`src/rtl/serial_feeder_pkg.sv`:
```
// Shared definitions for the serial feeder: state encoding, idle-bit default and
// the bit-counter sizing helper.
package serial_feeder_pkg;

    typedef enum logic {
        IDLE  = 1'b0,
        SHIFT = 1'b1
    } state_t;

    localparam logic IDLE_BIT_DEF = 1'b0;

    // Width needed to count 0..width-1; never narrower than one bit.
    function automatic int cnt_width(input int width);
        return (width <= 2) ? 1 : $clog2(width);
    endfunction

endpackage

```
`src/rtl/serial_feeder_bit_counter.sv`:
```
// Bit-position counter for the feeder: clears on a new word or flush, increments
// while shifting, saturates at WIDTH-1 and flags the terminal count.
module feeder_bit_counter
    import serial_feeder_pkg::*;
#(
    parameter int WIDTH = 8
) (
    input  logic clk,
    input  logic rst,
    input  logic clear,
    input  logic inc,
    output logic tc
);

    localparam int CW = cnt_width(WIDTH);
    localparam logic [CW-1:0] LAST = CW'(WIDTH - 1);

    logic [CW-1:0] cnt;

    always_ff @(posedge clk or negedge rst) begin
        if (!rst) begin
            cnt <= '0;
        end else if (clear) begin
            cnt <= '0;
        end else if (inc && !tc) begin
            cnt <= cnt + 1'b1;
        end
    end

    assign tc = (cnt == LAST);

endmodule

```
`src/rtl/serial_feeder.sv`:
```
// Parallel-to-serial feeder: accepts WIDTH-bit words on valid/ready and drives
// them one bit per clock onto x, streaming back-to-back words without a gap.
module serial_feeder
    import serial_feeder_pkg::*;
#(
    parameter int   WIDTH     = 8,
    parameter bit   MSB_FIRST = 1'b1,
    parameter logic IDLE_BIT  = IDLE_BIT_DEF
) (
    input  logic             clk,
    input  logic             rst,
    input  logic [WIDTH-1:0] din,
    input  logic             din_valid,
    output logic             din_ready,
    input  logic             abort,
    output logic             x,
    output logic             x_valid,
    output logic             word_done
);

    state_t           state_p0;
    logic [WIDTH-1:0] shift_p0;
    logic             last;
    logic             accept;
    logic             cnt_clear;
    logic             cnt_inc;

    function automatic logic head_bit(input logic [WIDTH-1:0] w);
        return MSB_FIRST ? w[WIDTH-1] : w[0];
    endfunction

    function automatic logic [WIDTH-1:0] advance(input logic [WIDTH-1:0] w);
        return MSB_FIRST ? (w << 1) : (w >> 1);
    endfunction

    // Ready depends only on state and abort so a new word can chain onto the last bit.
    assign din_ready = !abort && ((state_p0 == IDLE) || ((state_p0 == SHIFT) && last));
    assign accept    = din_valid && din_ready;
    assign cnt_clear = accept || ((state_p0 == SHIFT) && (abort || last));
    assign cnt_inc   = (state_p0 == SHIFT) && !abort;
    assign word_done = x_valid && last;

    feeder_bit_counter #(
        .WIDTH(WIDTH)
    ) u_cnt (
        .clk  (clk),
        .rst  (rst),
        .clear(cnt_clear),
        .inc  (cnt_inc),
        .tc   (last)
    );

    // Stage p0: FSM, shift register and registered serial outputs.
    always_ff @(posedge clk or negedge rst) begin
        if (!rst) begin
            state_p0 <= IDLE;
            shift_p0 <= '0;
            x        <= IDLE_BIT;
            x_valid  <= 1'b0;
        end else if ((state_p0 == SHIFT) && abort) begin
            state_p0 <= IDLE;
            x        <= IDLE_BIT;
            x_valid  <= 1'b0;
        end else if (accept) begin
            state_p0 <= SHIFT;
            shift_p0 <= advance(din);
            x        <= head_bit(din);
            x_valid  <= 1'b1;
        end else if (state_p0 == SHIFT) begin
            if (last) begin
                state_p0 <= IDLE;
                x        <= IDLE_BIT;
                x_valid  <= 1'b0;
            end else begin
                shift_p0 <= advance(shift_p0);
                x        <= head_bit(shift_p0);
            end
        end
    end

endmodule

```
`config.mk`:
```
export PLATFORM = sky130hd
export DESIGN_NAME = serial_feeder
export DESIGN_NICKNAME = d
export VERILOG_FILES = /design/src/rtl/serial_feeder_pkg.sv /design/src/rtl/serial_feeder_bit_counter.sv /design/src/rtl/serial_feeder.sv
export SDC_FILE = /design/constraint.sdc
export NUM_CORES = 1
export LEC_CHECK = 0
export CAP_MARGIN = 20
export CELL_PAD_IN_SITES_DETAIL_PLACEMENT = 1
export CELL_PAD_IN_SITES_GLOBAL_PLACEMENT = 2
export CORE_MARGIN = 4
export CORE_UTILIZATION = 31
export DETAILED_ROUTE_END_ITERATION = 10
export PLACE_DENSITY = 0.8
export SLEW_MARGIN = 10
export SYNTH_ARGS = -nofsm -noshare
export SYNTH_HDL_FRONTEND = slang
export SYNTH_HIERARCHICAL = 1
export SYNTH_SLANG_ARGS = --single-unit
```
`constraint.sdc`:
```
create_clock -name clk -period 2.3 [get_ports clk]
set_clock_uncertainty 0.1 [all_clocks]
set_input_delay 0.575 -clock clk [delete_from_list [all_inputs] [get_ports clk]]
set_output_delay 0.575 -clock clk [all_outputs]
set_load 0.02 [all_outputs]
```
==> metrics.md <==
| Metric | Value |
|---|---|
| IO Count | `16` |
| Crit Path Class | `reg2out` |
| Synthesis-stage register bit count | `13` |
| Routed vias | `607` |
| Slowest cell delay on critical path | `0.40 ns` |
| Area growth, synth to finish | `27.51%` |
| Placed wire-length estimate | `1.287 mm` |
| Vias in the first global route | `647` |
| Num CTS Buffers | `3` |
| Initial Util | `0.3337` |
| Comb pwr share | `0.249` |
| Worst EP arrival | `1.53 ns` |
| Clock power frac | `0.261` |
| Total Power | `0.5557 mW` |
| Leakage | `0.4400 nW` |
| Synth Flop Type | `dfrtp_1` |
| Max-cap check violation count | `0` |
| Max Slew Vio Count | `0` |
| First-pass GRT wire length | `3.036 mm` |
| Post-synth EDFFs | `0` |
| Top layer used by detailed routing | `met4` |
| Sequential fraction of the synthesis area | `0.4283` |
| NumNets Final | `102` |
| Ranking of synthesized cells by area | `dfrtp_1 (43%), and3b_2 (7.9%), o2bb2ai_1 (6.9%)` |
| Clk sinks | `13` |
| Netlist Area Pre-Place | `759.5 µm²` |
| YS warnings | `6` |
| CP Launch Type | `flip-flop` |
| Actual transition at the worst max-transition pin | `0.5935 ns` |
| Global router's overall resource usage | `0.1191` |
| Critical Path Most Common Cell | `ha_1` |
| Result of the run | `finished clean` |
| Fin Hold WS | `0.3909 ns` |
| Remaining global-route overflow | `0` |
| ANT cells | `0` |
| Placed cells | `110` |
| Most frequent cells in the layout | `clkdlybuf4s50_1 (13), dfrtp_1 (13), and3b_2 (6), a31oi_1 (6), o2bb2ai_1 (6)` |
| Htree depth | `1` |
| Max frequency | `0.4541 GHz` |
| Crit-path max FO | `3` |
| Setup crit end kind | `primary output` |
| GPL Wtd Cong | `0.7131` |
| Syn nets | `81` |
| Layout cell share with drive strength beyond 1 | `0.2414` |
| Post-layout min period | `2.202 ns` |
| CTS tree | `built` |
| Endpoints failing hold | `0` |
| Core area | `2276 µm²` |
| RSZ-0062 raised after global routing | `false` |
| Final TNS setup | `0 ns` |
| Fillers | `241` |
| Clk root buf | `clkbuf_4` |
| Iter 0 DRT Violations | `12` |
| Ys async rst share | `1.000` |
| Initial antenna violation count | `0` |
| Clk_lat worst skew | `0.29 ns` |
| Switching portion of total power | `0.2848` |
| Final setup violation count | `0` |
| Largest net degree at the start of global routing | `14` |
| Delay-heaviest family, CP | `adder cells` |
| Post-Synthesis Cells | `67` |
| Int Power | `0.3974 mW` |
| Pwr dens | `573.8 nW/µm²` |
| Cell row count | `17` |
| Clock tree buffer depth | `2` |
| First-pass DRT Iterations | `4` |
| Rel. slew slack | `0.6031` |
| Remaining DRCs | `0` |
| Area leader, netlist | `dfrtp_1` |
| Metal2 WL | `781 µm` |
| Routed WL per cell | `15.33 µm` |
| WL met3 | `95 µm` |
| Yosys cell types | `26` |
| Via density | `5.278` |
| Switching power | `0.1583 mW` |
| Final Routed Wirelength | `1.763 mm` |
| PortBufs | `15` |
| Final ANT Viol Nets | `0` |
| Die width | `57.50 µm` |
| Peak VDD IR | `0.4240 mV` |
| CTS clk-pin slew, worst paths | `0.09 ns` |
| Critical-path cell list | `ha_1, ha_1, and2b_1, nor2_1, buf_2` |
| Syn Area/Cell | `11.34 µm²` |
| Worst path required time | `1.62 ns` |
| M1 wire length | `874 µm` |
| Hold WC Path Type | `reg2reg` |
| Multi-input gate area | `387.9 µm²` |
| Die area | `3306 µm²` |
| Cts hold-fix bufs | `0` |
| Crit-path slowest cell | `dfrtp_1` |
| Non-filler cells, final | `115` |
| Non-Filler Cell Area, Final | `968.4 µm²` |
| Worst path buffer plus inverter count | `1` |
| Synth top area share | `0.4283` |
| Post-route clock period utilization | `0.9574` |
| Flop pwr share | `0.490` |
| Die Y | `57.50 µm` |
| Placed Area | `943.4 µm²` |
| Sequential cell area | `325.3 µm²` |
## power by group through the flow
stage | Sequential (mW) | Clock (mW) | Combinational (mW)
after floorplan | 0.280 | 0 | 0.0780
after global placement | 0.276 | 0 | 0.133
after detailed placement | 0.277 | 0 | 0.137
after CTS | 0.272 | 0.153 | 0.136
after global routing | 0.276 | 0.167 | 0.151
final | 0.272 | 0.145 | 0.138
## flip-flops by register name (all words and copies together), names as in the netlist
register   count
u_cnt/cnt      3
x_valid        1
x              1
state_p0       1
shift_p0       7
## Yosys cell counts (all sizes together), types with 2 or more instances
master	instances
and3b	6
buf	3
ha	2
nor2	2
nand4bb	2
a2bb2oi	2
nor2b	5
o2bb2ai	6
a31oi	6
o21ai	2
inv	4
dfrtp	13
nand2b	4
## layout make-up
cell class	instances	share of cell area
flip-flops and latches	13	0.3359
multi-input cells	46	0.4005
clock buffers	3	0.02326
repair buffers	20	0.1835
well taps	28	0.03618
inverters	4	0.01550
clock inverters	1	0.005168
## through the flow
step,worst slack [ns],util
after CTS,0.01989,0.4239
final,0.09798,0.4255
after global routing,0.01898,0.4255
after global placement,-0.07212,0.4145
after detailed placement,-0.1096,0.4145
after floorplan,0.3207,-
## worst paths after layout
kind	slack, ns	endpoint	start	cells past startpoint
setup / recovery	0.1	din_ready	u_cnt/cnt[0]	5
hold / removal	0.39	shift_p0[4]	shift_p0[4]	1
setup reg to reg	0.34	u_cnt/cnt[1]	u_cnt/cnt[0]	7
hold reg to reg	0.39	shift_p0[4]	shift_p0[4]	1
max in group asynchronous	1.15	x	rst	1
min in group asynchronous	0.56	shift_p0[6]	rst	1
## cells by family (layout without fill, tap and decap cells)
logic type,Yosys count,in the layout,synth area share
AOI/OAI and AO/OA,22,22,0.2274
DFF,13,13,0.4283
adders and majority gates,2,2,0.03294
and+or+nand+nor,21,21,0.2306
muxes,1,1,0.01976
buffers and inverters,8,28,0.06094
## routing by layer
| metal | vias up | global-route usage |
|---|---|---|
| met5 | - | 0 |
| li1 | 294 | - |
| met2 | 15 | 0.1661 |
| met3 | 2 | 0.05204 |
| met4 | 0 | 0.03974 |
| met1 | 296 | 0.1628 |
## repair_timing
| action | 4_1_cts | 5_1_grt |
|---|---|---|
| hold endpoints to repair | 0 | 0 |
| endpoints found under the setup margin | 2 | 2 |
| gates resized for setup | 5 | 2 |
| setup buffers | 0 | 1 |
Power figures use the tool's default switching activity.
